$ cat config.mk
export PLATFORM = sky130hd
export DESIGN_NAME = sensor_scan_sequencer
export DESIGN_NICKNAME = d
export VERILOG_FILES = /design/src/rtl/sensor_scan_sequencer.sv
export SDC_FILE = /design/constraint.sdc
export NUM_CORES = 1
export LEC_CHECK = 0
export ABC_AREA = 1
export CORE_ASPECT_RATIO = 0.9
export CORE_MARGIN = 5
export CORE_UTILIZATION = 45
export CTS_CLUSTER_DIAMETER = 100
export DETAILED_ROUTE_END_ITERATION = 8
export PLACE_DENSITY = 0.68
export SKIP_CTS_REPAIR_TIMING = 1
export SLEW_MARGIN = 20
export SYNTH_ARGS = -nofsm -noshare
export SYNTH_HDL_FRONTEND = slang
export SYNTH_SLANG_ARGS = --single-unit
$ cat constraint.sdc
create_clock -name sensor_clk -period 2.8 [get_ports sensor_clk]
set_clock_uncertainty 0.1 [all_clocks]
set_input_delay 0.56 -clock sensor_clk [delete_from_list [all_inputs] [get_ports sensor_clk]]
set_output_delay 0.56 -clock sensor_clk [all_outputs]
set_load 0.02 [all_outputs]
$ cat src/rtl/sensor_scan_sequencer.sv
`timescale 1ns/1ps
// Frame scheduler for the linear optical sensor: SI/ADC start pulse, pixel walk,
// flush clocks and a programmable integration gap, single-shot or free-running.
module sensor_scan_sequencer #(
  parameter int N_PIXELS   = 128,
  parameter int EXTRA_CLKS = 1,
  parameter int GAP_W      = 16
) (
  input  logic             sensor_clk,
  input  logic             reset,
  input  logic             enable,
  input  logic             continuous,
  input  logic             trigger,
  input  logic [GAP_W-1:0] gap_cycles,
  input  logic             clear_flags,
  output logic             si,
  output logic             sample_control,
  output logic [6:0]       pixel_idx,
  output logic             pixel_valid,
  output logic             frame_done,
  output logic [15:0]      frame_count,
  output logic             busy,
  output logic             overrun
);

  typedef enum logic [2:0] {S_IDLE, S_SI, S_READ, S_FLUSH, S_GAP} state_t;

  localparam logic [6:0] PIX_LAST   = 7'(N_PIXELS - 1);
  localparam logic [7:0] FLUSH_LAST = 8'((EXTRA_CLKS > 0) ? EXTRA_CLKS - 1 : 0);
  localparam logic       NO_FLUSH   = (EXTRA_CLKS == 0);

  state_t           state, state_n;
  logic [GAP_W-1:0] gap_q;
  logic [GAP_W-1:0] gap_cnt;
  logic [7:0]       flush_cnt;

  logic read_last, flush_last, frame_end, gap_last, frame_exit, launch;

  assign read_last  = (state == S_READ) && (pixel_idx == PIX_LAST);
  assign flush_last = (state == S_FLUSH) && (flush_cnt == FLUSH_LAST);
  assign frame_end  = (read_last && NO_FLUSH) || flush_last;
  assign gap_last   = (state == S_GAP) && (gap_cnt == gap_q);
  // A frame with no gap leaves straight from its final read/flush cycle.
  assign frame_exit = (frame_end && (gap_q == '0)) || gap_last;
  assign launch     = ((state == S_IDLE) && enable && (continuous || trigger)) ||
                      (frame_exit && enable && continuous);

  always_comb begin
    state_n = state;
    case (state)
      S_IDLE:  if (launch) state_n = S_SI;
      S_SI:    state_n = S_READ;
      S_READ:  if (read_last) state_n = NO_FLUSH ? S_GAP : S_FLUSH;
      S_FLUSH: if (flush_last) state_n = S_GAP;
      S_GAP:   state_n = S_GAP;
      default: state_n = S_IDLE;
    endcase
    if (frame_exit) state_n = launch ? S_SI : S_IDLE;
  end

  always_ff @(posedge sensor_clk or posedge reset) begin
    if (reset) begin
      state          <= S_IDLE;
      si             <= 1'b0;
      sample_control <= 1'b0;
      pixel_idx      <= '0;
      pixel_valid    <= 1'b0;
      frame_done     <= 1'b0;
      frame_count    <= '0;
      busy           <= 1'b0;
      overrun        <= 1'b0;
      gap_q          <= '0;
      gap_cnt        <= '0;
      flush_cnt      <= '0;
    end else begin
      state          <= state_n;
      busy           <= (state_n != S_IDLE);
      si             <= (state_n == S_SI);
      sample_control <= (state_n == S_SI);
      pixel_valid    <= (state_n == S_READ);
      frame_done     <= frame_end;
      if (frame_end) frame_count <= frame_count + 16'd1;

      // A fresh overrun wins over a simultaneous clear.
      if (trigger && (state != S_IDLE)) overrun <= 1'b1;
      else if (clear_flags)             overrun <= 1'b0;

      if (state == S_SI) gap_q <= gap_cycles;

      if (state == S_SI)                     pixel_idx <= '0;
      else if ((state == S_READ) && !read_last) pixel_idx <= pixel_idx + 7'd1;

      if (state == S_FLUSH) flush_cnt <= flush_cnt + 8'd1;
      else                  flush_cnt <= '0;

      if (frame_end)           gap_cnt <= GAP_W'(1);
      else if (state == S_GAP) gap_cnt <= gap_cnt + GAP_W'(1);
    end
  end

endmodule

; ---- Word level (Yosys, flattened, before mapping)
; Cells that the tools add are included.
; Widths: inputs -> output; s select.
[totals]
input_bits = 22
ff_bits = 71
romBits = 0
mem_count = 0
elab_cells = 58
latch_bits = 0
ram_bits = 0
[classes]
n_addsub = 4
n_eq_ne = 8
bitwise = 0
reduce_logical = 22
shift = 0
order_cmp = 0
n_div = 0
mul = 0
n_mux = 13
[ops]
columns = op, count
row1 = $add 16x1->16 const B, 2
row2 = $mux 16, 2
row3 = $eq 16x16->1, 1
row4 = $logic_not 16->1, 1
row5 = $pmux 3 s5, 1
row6 = $mux 7, 2
row7 = $mux 3, 4
row8 = $logic_and 1x1->1, 10
row9 = $eq 3x2->1 const B, 3
row10 = $add 8x1->8 const B, 1
row11 = $logic_not 8->1, 1
row12 = $mux 8, 1
row13 = $add 7x1->7 const B, 1
row14 = $eq 7x7->1 const B, 1
row15 = $eq 3x1->1 const B, 2
row16 = $reduce_bool 2->1, 3
row17 = $reduce_bool 3->1, 2
row18 = $eq 3x3->1 const B, 1
row19 = $logic_not 3->1, 1
row20 = $logic_or 1x1->1, 3
row21 = $mux 1, 3
row22 = $logic_not 1->1, 1

; ---- Logic depth before layout (Yosys ltp)
[logic_depth]
depth_word = 11
ltp_mapped = 12

; ---- Worst setup path after synthesis
; No wires, ideal clock.
[synth_path]
kind = flip-flop to flip-flop
from = reg pixel_idx[0]
to = reg pixel_idx[5]
t_required_ns = 2.623
setup_slack_ns = 1.100
synth_period_minus_slack_ns = 1.700
stages_incl_launch_ff = 10
arrival_ns = 1.523
setup_time_ns = 0.077
cell_sequence = dfrtp_1 -> ha_1 -> nand2_1 -> nor3_1 -> nand2_1 -> nand2_1 -> inv_1 -> nand2_1 -> o21ai_0 -> a21oi_1
[synth_via]
elab_chain_cells = 5
elab_cells_between_ends = 8
cone_classes = 1 x add/sub / 1 x eq/ne / 2 x mux / 4 x reduce/logical
[synth_rtl]
columns = item, line_no
row1 = "start, declared", 18  ; output logic [6:0] pixel_idx,
row2 = "start signal, assigned", 91  ; else if ((state == S_READ) && !read_last) pixel_idx <= pixel_idx + 7'd1;
row3 = branches (longest 5 deep; another with $add 7x1->7), --
; Parallel ways; which one is timed is not known. The select of a mux whose other input is x is not followed.
; A chain may end at the register's enable or synchronous reset.

; ---- Worst setup path in the final report
[layout_path]
from = reg frame_count[4]
to = out frame_count[4]
[layout_rtl]
columns = item, line_no
row1 = "start, declared", 21  ; output logic [15:0] frame_count,
row2 = "start signal, assigned", 82  ; if (frame_end) frame_count <= frame_count + 16'd1;
; No word-level cell between the ends.

==> results.json <==
{
  "status": "finished, final reports clean",
  "powerDensity_mw_per_mm2": 435,
  "globalRoute.totalOverflow": 0,
  "worstPathArrival_ns": 1.45,
  "r2r_slack_ns": 0.89,
  "synth_top_flop_cell": "dfrtp_1",
  "final_hold_viol_count": 0,
  "cap_violations": 0,
  "path_max_fanout": 5,
  "hold_ws_ns": 0.403,
  "p_sw_mw": 0.446,
  "cpPeakStageDelay_ns": 0.65,
  "cts_tree": "built",
  "ys_ff_latch": 71,
  "critPathTopFamily": "buffers and inverters",
  "postSynthAreaPerCell_um2": 8.05,
  "grt.total_usage": 0.184,
  "synth-edff-count": 0,
  "die_y_um": 95.8,
  "grt_pass1_wl_mm": 14.8,
  "path_class": "flop to output port",
  "clk_latency_ns": 0.34,
  "power_leakage_nw": 2.12,
  "finalMaxSlewViolations": 0,
  "antenna_found_initial": 0,
  "grt_max_degree": 30,
  "antenna_cells": 0,
  "die_w_um": 105,
  "worst-path-buf-inv": 1,
  "wl_mm": 8.45,
  "power.share.switching": 0.228,
  "clk_pin_slew_ns": 0.08,
  "drt_first_pass_iters": 5,
  "synth_fp_nets": 484,
  "setup_violations": 0,
  "fillers": 737,
  "cp_cell_sequence": "clkdlybuf4s50_1",
  "seq_area_frac_synth": 0.483,
  "netlist_top_cells_area": "dfrtp_1, nand2_1, inv_1",
  "drc_errors": 0,
  "start_util": 0.458,
  "cts_inserted_buffers": 9,
  "yosysWarnings": 0,
  "fmax_mhz": 474,
  "synth_top_area_cell": "dfrtp_1",
  "clockRootBuffer": "clkbuf_8",
  "design.die.area_mm2": 0.0101,
  "p_clk_frac": 0.419,
  "syn_inst": 457,
  "cp_data_required_time_ns": 2.14,
  "drt-initial-drc-count": 98,
  "place_hpwl_mm": 6.29,
  "synth_cell_types": 35,
  "rsz0062_at_grt": "false",
  "worst_pin_slew_ns": 0.393,
  "power.internal_mw": 1.51,
  "rows": 31,
  "fin_tns_setup_ns": 0,
  "combPwrFrac": 0.045,
  "gp_congestion": 0.857,
  "drive_above_1_share": 0.0808,
  "cts_max_path_buffers": 2,
  "startpoint_type": "flop",
  "synth_area_mm2": 0.00368,
  "cts_sinks": 71,
  "hold_class": "flop to flop",
  "ios": 51,
  "yosys.area.top_type_share": 0.483,
  "post_drt_wl_per_cell_um": 13.6,
  "crit_slowest_cell": "clkdlybuf4s50_1",
  "max_slew_margin": 0.738,
  "ir_drop_mv": 0.211,
  "htree_levels": 3,
  "async_reset_ff_frac": 1.00,
  "seqPwrFrac": 0.535,
  "area_growth_pct": 22.4,
  "grt_pass1_vias": 3160,
  "end_kind": "output port",
  "fin_crit_ns": 2.11,
  "postRouteAntennaNets": 0,
  "io_buffers": 50,
  "core_area_mm2": 0.00803,
  "num_vias": 3161,
  "final_nets": 542,
  "viasPerCell": 5.11,
  "period_share": 0.753
}
-- synth_stat cells, types with 2 or more instances --
master / instances
nand2_1: 116
dfrtp_1: 71
inv_1: 59
nor2_1: 50
nand3_1: 33
o21ai_0: 27
a21oi_1: 19
nor3_1: 12
xnor2_1: 10
nand4_1: 9
xor2_1: 8
ha_1: 5
inv_2: 4
buf_4: 3
clkbuf_1: 3
nor3b_2: 3
a221oi_1: 2
nand2_2: 2
nor2_2: 2
nor2_4: 2
nor3_4: 2
o21ai_1: 2
-- routing by layer --
| metal | wire, um | vias up | track usage |
|---|---|---|---|
| met1 | 4200 | 1487 | 0.254 |
| met2 | 3710 | 78 | 0.288 |
| met5 | 0 | - | 0 |
| li1 | - | 1580 | - |
| met3 | 392 | 16 | 0.0436 |
| met4 | 145 | 0 | 0.0601 |
-- path summary, 6_finish.rpt --
kind,start,end,cells past startpoint
min in group asynchronous,reset,frame_count[14]$_DFFE_PP0N_,2
worst min-delay path,flush_cnt[0]$_DFF_PP0_,flush_cnt[0]$_DFF_PP0_,1
worst max register to register,flush_cnt[0]$_DFF_PP0_,gap_cnt[15]$_DFFE_PP0P_,8
max in group asynchronous,reset,frame_count[1]$_DFFE_PP0N_,3
worst max-delay path,frame_count[4]$_DFFE_PP0N_,frame_count[4],1
worst min register to register,flush_cnt[0]$_DFF_PP0_,flush_cnt[0]$_DFF_PP0_,1
-- flip-flops by register name, summed over array words and instances (netlist names) --
| name | cells |
|---|---|
| busy | 1 |
| sample_control | 1 |
| pixel_idx | 7 |
| frame_done | 1 |
| state | 3 |
| overrun | 1 |
| gap_q | 16 |
| pixel_valid | 1 |
| frame_count | 16 |
| flush_cnt | 8 |
| gap_cnt | 16 |
-- cells by family (layout without fill, tap and decap cells) --
kind of cell	Yosys count	in the layout	share of synthesized area
AND/OR/NAND/NOR	240	240	0.307
adder cells (fa/ha/maj)	5	5	0.0170
AO/OA/AOI/OAI	53	53	0.0758
flip-flops	71	71	0.483
buffers and inverters	70	133	0.0748
XOR/XNOR	18	18	0.0428
-- power by group through the flow --
stage / logic, mW / registers [mW] / clock network, mW
detailed placement: 0.0914 / 1.07 / 0
finish: 0.0887 / 1.05 / 0.822
global placement: 0.0907 / 1.07 / 0
floorplan: 0.0404 / 1.07 / 0
CTS: 0.0918 / 1.05 / 0.847
global route: 0.102 / 1.05 / 0.896
-- per-stage QoR --
stage	std cells	worst slack, ns	total power, mW	utilization	area [um2]
4_1_cts	619	0.668	1.99	0.561	4510
3_3_place_gp	603	0.955	1.16	0.537	4310
2_1_floorplan	457	0.343	1.11	-	3680
3_5_place_dp	603	0.899	1.16	0.537	4310
6_report	619	0.690	1.96	0.561	4510
5_1_grt	619	0.620	2.05	0.561	4510
-- final cells by class --
cell class	count	area (um2)	area share
inverter	63	236	0.0525
multi-input combinational	316	1630	0.361
clock inverter	6	60.1	0.0133
clock buffer	10	138	0.0305
sequential	71	1780	0.394
timing repair buffer	54	543	0.120
tap	99	124	0.0275
-- cells in the final DEF, fill, tap and decap left out, drive strengths merged, types with 3 or more instances in the layout --
cell,n
nand4,10
nand2,118
buf,4
ha,5
nor3b,4
a21oi,19
clkinv,3
xor2,8
nand3,35
dfrtp,71
o21ai,29
clkdlybuf4s50,50
xnor2,10
clkbuf,10
nor2,55
inv,63
nor3,15
Note: power is estimated with default switching activity, not from simulation.
